`config.mk`:
```
export PLATFORM = sky130hd
export DESIGN_NAME = regfile_write_arbiter
export DESIGN_NICKNAME = d
export VERILOG_FILES = /design/src/rtl/regfile_write_arbiter.sv
export SDC_FILE = /design/constraint.sdc
export NUM_CORES = 1
export LEC_CHECK = 0
export CAP_MARGIN = 20
export CELL_PAD_IN_SITES_DETAIL_PLACEMENT = 1
export CELL_PAD_IN_SITES_GLOBAL_PLACEMENT = 2
export CORE_MARGIN = 1.5
export CORE_UTILIZATION = 27
export DETAILED_ROUTE_END_ITERATION = 10
export PLACE_DENSITY_LB_ADDON = 0.1
export SETUP_SLACK_MARGIN = 0.3
export SYNTH_ARGS = -nofsm -noshare
export SYNTH_HDL_FRONTEND = slang
export SYNTH_SLANG_ARGS = --single-unit
```
`constraint.sdc`:
```
create_clock -name clk -period 3.1 [get_ports clk]
set_clock_uncertainty 0.15 [all_clocks]
set_input_delay 0.93 -clock clk [delete_from_list [all_inputs] [get_ports clk]]
set_output_delay 0.93 -clock clk [all_outputs]
set_load 0.1 [all_outputs]
```
`src/rtl/regfile_write_arbiter.sv`:
```
// Two-source (ALU / load) writeback arbiter for a register file.
// Each source owns a one-entry hold slot; oldest slot wins, round-robin breaks ties.
module regfile_write_arbiter #(
    parameter int DATA_W = 32,
    parameter int ADDR_W = 5
) (
    input  logic              clk,
    input  logic              rst,
    input  logic              aluValid,
    input  logic [ADDR_W-1:0] aluReg,
    input  logic [DATA_W-1:0] aluData,
    output logic              aluReady,
    input  logic              memValid,
    input  logic [ADDR_W-1:0] memReg,
    input  logic [DATA_W-1:0] memData,
    output logic              memReady,
    output logic              RegWrite,
    output logic [ADDR_W-1:0] writeReg,
    output logic [DATA_W-1:0] writeData,
    output logic [31:0]       busyMask,
    output logic [7:0]        stallCount
);

    typedef enum logic [1:0] {
        AGE_TIE       = 2'd0,
        AGE_ALU_OLDER = 2'd1,
        AGE_MEM_OLDER = 2'd2
    } age_e;

    typedef enum logic {
        SRC_ALU = 1'b0,
        SRC_MEM = 1'b1
    } src_e;

    logic              aluFull_q, aluFull_d;
    logic [ADDR_W-1:0] aluSlotReg_q, aluSlotReg_d;
    logic [DATA_W-1:0] aluSlotData_q, aluSlotData_d;
    logic              memFull_q, memFull_d;
    logic [ADDR_W-1:0] memSlotReg_q, memSlotReg_d;
    logic [DATA_W-1:0] memSlotData_q, memSlotData_d;
    age_e              age_q, age_d;
    src_e              rrPtr_q, rrPtr_d;
    logic              regWrite_q, regWrite_d;
    logic [ADDR_W-1:0] writeReg_q, writeReg_d;
    logic [DATA_W-1:0] writeData_q, writeData_d;
    logic [7:0]        stallCount_q, stallCount_d;

    logic grantAlu, grantMem, tieGrant;
    logic aluAccept, memAccept, aluLoad, memLoad, stallEvent;

    always_comb begin
        grantAlu = 1'b0;
        grantMem = 1'b0;
        tieGrant = 1'b0;
        if (aluFull_q && memFull_q) begin
            case (age_q)
                AGE_ALU_OLDER: grantAlu = 1'b1;
                AGE_MEM_OLDER: grantMem = 1'b1;
                default: begin
                    tieGrant = 1'b1;
                    if (rrPtr_q == SRC_ALU) begin
                        grantAlu = 1'b1;
                    end else begin
                        grantMem = 1'b1;
                    end
                end
            endcase
        end else if (aluFull_q) begin
            grantAlu = 1'b1;
        end else if (memFull_q) begin
            grantMem = 1'b1;
        end
    end

    // A slot can take a new request in the same cycle it drains.
    assign aluReady   = !aluFull_q || grantAlu;
    assign memReady   = !memFull_q || grantMem;
    assign aluAccept  = aluValid && aluReady;
    assign memAccept  = memValid && memReady;
    assign aluLoad    = aluAccept && (aluReg != '0);
    assign memLoad    = memAccept && (memReg != '0);
    assign stallEvent = (aluValid && !aluReady) || (memValid && !memReady);

    always_comb begin
        aluFull_d     = aluFull_q;
        aluSlotReg_d  = aluSlotReg_q;
        aluSlotData_d = aluSlotData_q;
        memFull_d     = memFull_q;
        memSlotReg_d  = memSlotReg_q;
        memSlotData_d = memSlotData_q;
        age_d         = age_q;
        rrPtr_d       = rrPtr_q;
        regWrite_d    = 1'b0;
        writeReg_d    = writeReg_q;
        writeData_d   = writeData_q;
        stallCount_d  = stallCount_q;

        if (aluLoad) begin
            aluFull_d     = 1'b1;
            aluSlotReg_d  = aluReg;
            aluSlotData_d = aluData;
        end else if (grantAlu) begin
            aluFull_d = 1'b0;
        end

        if (memLoad) begin
            memFull_d     = 1'b1;
            memSlotReg_d  = memReg;
            memSlotData_d = memData;
        end else if (grantMem) begin
            memFull_d = 1'b0;
        end

        // Whichever slot was not just loaded has been waiting longer.
        case ({aluFull_d, memFull_d})
            2'b11: begin
                if (aluLoad && memLoad) begin
                    age_d = AGE_TIE;
                end else if (aluLoad) begin
                    age_d = AGE_MEM_OLDER;
                end else if (memLoad) begin
                    age_d = AGE_ALU_OLDER;
                end
            end
            2'b10:   age_d = AGE_ALU_OLDER;
            2'b01:   age_d = AGE_MEM_OLDER;
            default: age_d = AGE_TIE;
        endcase

        if (tieGrant) begin
            rrPtr_d = grantAlu ? SRC_MEM : SRC_ALU;
        end

        if (grantAlu) begin
            regWrite_d  = 1'b1;
            writeReg_d  = aluSlotReg_q;
            writeData_d = aluSlotData_q;
        end else if (grantMem) begin
            regWrite_d  = 1'b1;
            writeReg_d  = memSlotReg_q;
            writeData_d = memSlotData_q;
        end

        if (stallEvent && (stallCount_q != 8'hFF)) begin
            stallCount_d = stallCount_q + 8'd1;
        end
    end

    always_ff @(posedge clk) begin
        if (rst) begin
            aluFull_q     <= 1'b0;
            aluSlotReg_q  <= '0;
            aluSlotData_q <= '0;
            memFull_q     <= 1'b0;
            memSlotReg_q  <= '0;
            memSlotData_q <= '0;
            age_q         <= AGE_TIE;
            rrPtr_q       <= SRC_ALU;
            regWrite_q    <= 1'b0;
            writeReg_q    <= '0;
            writeData_q   <= '0;
            stallCount_q  <= 8'd0;
        end else begin
            aluFull_q     <= aluFull_d;
            aluSlotReg_q  <= aluSlotReg_d;
            aluSlotData_q <= aluSlotData_d;
            memFull_q     <= memFull_d;
            memSlotReg_q  <= memSlotReg_d;
            memSlotData_q <= memSlotData_d;
            age_q         <= age_d;
            rrPtr_q       <= rrPtr_d;
            regWrite_q    <= regWrite_d;
            writeReg_q    <= writeReg_d;
            writeData_q   <= writeData_d;
            stallCount_q  <= stallCount_d;
        end
    end

    // Register 0 is never written, so its busy bit stays clear.
    always_comb begin
        busyMask = '0;
        for (int r = 1; r < 32; r++) begin
            busyMask[r] = (aluFull_q && (aluSlotReg_q == ADDR_W'(r))) ||
                          (memFull_q && (memSlotReg_q == ADDR_W'(r))) ||
                          (regWrite_q && (writeReg_q == ADDR_W'(r)));
        end
    end

    assign RegWrite   = regWrite_q;
    assign writeReg   = writeReg_q;
    assign writeData  = writeData_q;
    assign stallCount = stallCount_q;

endmodule
```
* Word-level counts from Yosys, hierarchy flattened
Index checks and enable logic that the tools add are counted.
Word-level totals: register bits 125, latch bits 0, RAM bits 0, ROM bits 0, input port bits 78, output and inout bits 80, logic and storage cells 314, memories 0
Cells by class: $add $sub $neg 1, $mul 0, div/mod/pow operators 0, $lt $le $gt $ge 0, eq/ne operators 100, shifts and indexed selects 0, multiplexer cells 26, bitwise logic cells 0, reduce and logical (&&, ||, !) cells 175
Operators by type and width (count):
- $eq 5x5->1 const B | 48
- $eq 5x4->1 const B | 24
- $logic_and 1x1->1 | 102
- $logic_or 1x1->1 | 65
- $mux 32 | 2
- $eq 5x3->1 const B | 12
- $eq 5x2->1 const B | 6
- $mux 1 | 16
- $eq 5x1->1 const B | 3
- $mux 5 | 2
- $reduce_bool 5->1 | 2
- $add 8x1->8 const B | 1
- $ne 8x8->1 const B | 1
- $eq 2x2->1 const B | 3
- $mux 2 | 3
- $pmux 2 s3 | 1
- $eq 2x1->1 const B | 2
- $logic_not 1->1 | 4
- $ne 4x4->1 const B | 1
- $pmux 1 s2 | 2
- $reduce_bool 2->1 | 1
- $reduce_or 2->1 | 1

* Longest topological paths before layout
word-level depth 10, depth in mapped cells 10

* Worst setup path before layout
Ideal clock, no wire load.
kind reg2out, from reg writeReg_q[0], in the netlist writeReg[0], to out busyMask[9], arrival time 2.312 ns, required time 2.020 ns, path slack -0.292 ns, stages on the path, launching flop included 5, path buffers 0, path through dfxtp_1 > nand2_1 > nor3_1 > a22oi_1 > nand2_1
On the way: word-level cells in the longest chain between the ends 3
Ends and longest elaborated chain:
- from (decl) | RTL line 44 | logic [ADDR_W-1:0] writeReg_q, writeReg_d;
- from (signal assigned) | RTL line 173 | writeReg_q <= writeReg_d;
- $eq 5x4->1 | RTL line 185 | (regWrite_q && (writeReg_q == ADDR_W'(r)));
- $logic_and 1x1->1 | RTL line 185
- $logic_or 1x1->1 | RTL line 184 | (memFull_q && (memSlotReg_q == ADDR_W'(r))) ||
- to (decl) | RTL line 20 | output logic [31:0] busyMask,
No other way between the ends.

* Worst setup path after layout
from reg memFull_q, to out busyMask[16]
On the way: word-level cells in the longest chain between the ends 3
Ends and longest elaborated chain:
- from (decl) | RTL line 38 | logic memFull_q, memFull_d;
- from (signal assigned) | RTL line 167 | memFull_q <= memFull_d;
- $logic_and 1x1->1 | RTL line 184
- $logic_or 1x1->1 | RTL line 183 | busyMask[r] = (aluFull_q && (aluSlotReg_q == ADDR_W'(r))) ||
- $logic_or 1x1->1 | RTL line 184
No other way between the ends.

==> results summary <==
After floorplanning, the core was divided into 53 placement rows. The worst-case IR drop observed on VDD is 0.334 mV. The final routed DRC violation total came out at 0. The number of H-tree levels came out at 4. The final route contains 6037 vias. The clock-pin slew on the worst setup and hold paths came out at 0.06 ns. The effective utilization at floorplan came out at 0.274. The fmax is 350 MHz.

158 I/O pins were placed. The critical-path maximum fanout came out at 4. The congestion estimate from routability-driven global placement came to 0.844. STA classifies the critical path startpoint as a register. The time the worst path needs with I/O delays and setup is 2.85 ns.

The tree is rooted in a clkbuf_16. The total leakage power came out at 3.43 nW. During synthesis, Yosys emitted a total of 0 warnings. The clock passes through at most 2 buffers. The die covers 22200 µm². The launch point of the worst path is memFull_q$_SDFF_PP0_. The mean post-synth cell area came out at 7.50 µm². The data required time of the critical path came out at 2.02 ns. The worst setup path is captured at an output port. In the final layout, the share of cells above drive strength 1 is 0.289. The number of buffers added on ports came out at 156. The source-to-sink clock delay at the later pin of the worst-skew pair came out at 0.42 ns. The number of enable-type register cells in the synthesized netlist is 0. The number of clock sinks came out at 125. The x dimension of the die is 149 µm. For the pin with the worst max-slew slack, the measured transition is 0.944 ns. The setup path with the least slack is of type reg -> out. The number of distinct library cells after synthesis is 46. Of the post-synthesis cell area, the dominant cell type holds 0.434. From bottom edge to top edge, the die measures 149 µm. In this design, the largest share of critical-path delay is due to compound AO/OA/AOI/OAI gates. Adding up every negative setup slack in the final design gives 0 ns. The post-route worst hold slack came out at 0.305 ns. The wire length after detailed routing is 21.3 mm. The number of global-route vias before repair came out at 6490. The number of max-slew violations in the final report came to 0. On the critical path, the stage with the largest delay is an instance of a222oi_1.

The ratio of routed vias to standard cells is 4.98. The detailed router finished its first iteration with 173 violations. Entering global routing, the biggest net connects 73 pins. The number of hold violations in the final report came out at 0. The CTS tree is yes. Setup repair after global routing could not meet its margin everywhere.

The normalized max-slew margin came out at 0.369. The number of instances in the synthesized netlist is 769. Relative to the synthesized area, the layout overhead comes to 56.0%. The flow ran to the end, and the final reports show no timing, DRC or antenna violations. The signal arrival time at the worst endpoint is 1.77 ns.

The synthesized flop and latch total came out at 125. In this run the critical register-to-register path is launched from age_q[0]$_SDFFE_PP0P_. The share of the clock period used by the worst path after layout came out at 0.921.

The half-perimeter wire length after placement came out at 14.6 mm. Of all flip-flops after synthesis, the portion carrying an async set or reset was 0. By count the netlist is led by nand2_1, dfxtp_1, a21oi_1, nor2_1, clkbuf_1.

The post-cts hold buffer count came out at 0. Setup violations remaining at the end of the flow were counted as 0. The area of the core came out at 21000 µm². The signal on the critical path passes through or2b_4, nor2_4, a222oi_1, inv_2, buf_12. The number of buffer and inverter stages on the critical path came out at 2.

In this run the power density over the cells is 553 nW/µm². The share of synthesized area occupied by flip-flops and latches came out at 0.434. The most used flip-flop cell after synthesis is dfxtp_1. The highest cell delay on the worst timing path is 0.38 ns. The min-delay analysis places its worst path in the category reg -> reg.

After synthesis, the cell types taking the most area are dfxtp_1, nand2_1, a21oi_1. The number of antenna violations at the first check in global routing is 1. Among all cell types in the netlist, the one instantiated most often is nand2_1.

The global-route wire length before repair is 34.1 mm. The number of buffers created by CTS is 17. The netlist area before placement came out at 5770 µm².

The post-synthesis net count came out at 850. Across the run, the number of max-cap violations was 0. The total overflow left after global routing is 0. Dividing the detail-routed wire length by the instance count gives 17.6 µm.

dfxtp_1 takes more of the synthesized area than any other cell. The worst hold path begins at aluSlotData_q[13]$_SDFFE_PP0P_. The number of search-and-repair iterations in the first detailed-routing pass came out at 4. The post-detailed-route count of antenna-violating nets came out at 0. Across every metal layer, demand over resource in global routing totals 0.197.

The final net count came out at 1007.
## worst min-delay path, cell delays in order, from the launching register on
cell     delay [ns]
dfxtp_1        0.31
nand2_1        0.05
a21oi_1        0.05
## logic make-up after synthesis
kind of cell             after synthesis  share of synthesized area
AND/OR/NAND/NOR                      410                      0.300
AO/OA/AOI/OAI                        164                      0.194
flip-flops                           125                      0.434
buffers and inverters                 62                     0.0581
adder cells (fa/ha/maj)                3                    0.00651
XOR/XNOR                               2                    0.00304
multiplexers                           2                    0.00434
other                                  1                   0.000650
## sequential cells by signal (all words and copies together), names as in the netlist
| register | flops |
|---|---|
| memSlotData_q | 32 |
| rrPtr_q | 1 |
| writeData | 32 |
| aluFull_q | 1 |
| RegWrite | 1 |
| writeReg | 5 |
| aluSlotData_q | 32 |
| memFull_q | 1 |
| memSlotReg_q | 5 |
| age_q | 2 |
| aluSlotReg_q | 5 |
| stallCount | 8 |
## cells in the final DEF, fill, tap and decap left out, types with 10 or more instances in the layout
| cell type | Yosys | final |
|---|---|---|
| a311oi_1 | 31 | 31 |
| buf_4 | 6 | 76 |
| a21oi_1 | 80 | 80 |
| a22oi_1 | 20 | 15 |
| clkbuf_16 | 0 | 17 |
| buf_12 | 0 | 39 |
| nand2_1 | 280 | 251 |
| dfxtp_2 | 0 | 10 |
| clkdlybuf4s50_1 | 0 | 76 |
| dfxtp_1 | 125 | 106 |
| nand2_2 | 0 | 27 |
| nor2_1 | 69 | 53 |
| nor2_2 | 3 | 11 |
## through the flow
step / cells / utilization / power [mW] / worst slack, ns / cell area, µm²
after global routing: 1212 / 0.428 / 5.18 / 0.190 / 8990
after global placement: 1169 / 0.376 / 2.84 / 0.120 / 7910
after detailed placement: 1169 / 0.376 / 2.86 / 0.0000695 / 7910
after CTS: 1209 / 0.422 / 5.02 / 0.205 / 8870
after floorplan: 769 / - / 2.50 / 0.316 / 5840
final: 1213 / 0.428 / 4.98 / 0.246 / 9000
## power breakdown
part / leakage (nW) / internal, mW / switching, mW
clock network: 0.292 / 1.34 / 0.760
logic: 2.10 / 0.338 / 0.735
registers: 1.04 / 1.71 / 0.0873
total: 3.43 / 3.39 / 1.58
## path summary, 6_finish.rpt
path / to / slack, ns / cells after the start
setup reg to reg: writeData[4]$_SDFFE_PP0P_ / 0.51 / 7
hold / removal: aluSlotData_q[13]$_SDFFE_PP0P_ / 0.31 / 2
setup / recovery: busyMask[16] / 0.25 / 5
hold reg to reg: aluSlotData_q[13]$_SDFFE_PP0P_ / 0.31 / 2
## cell type report
cell class / instances / area [µm²]
tap: 275 / 344
timing repair buffer: 192 / 2130
clock inverter: 13 / 191
antenna: 1 / 2.50
inverter: 8 / 32.5
multi-input combinational: 582 / 3320
clock buffer: 17 / 425
sequential: 125 / 2550
fill: 2461 / 12000
## what timing repair did
action | in CTS | in global routing
setup buffers | 10 | 3
pin swaps | 15 | 13
setup endpoints to repair | 33 | 32
gates resized for setup | 76 | 24
## metal layers
layer / global-route usage / vias up / share of wire
li1: - / 2923 / -
met1: 0.239 / 2950 / 0.44
met2: 0.344 / 148 / 0.50
met3: 0.0422 / 16 / 0.050
met4: 0.0629 / 0 / 0.012
met5: 0 / - / 0
(Power assumes the default switching activity.)
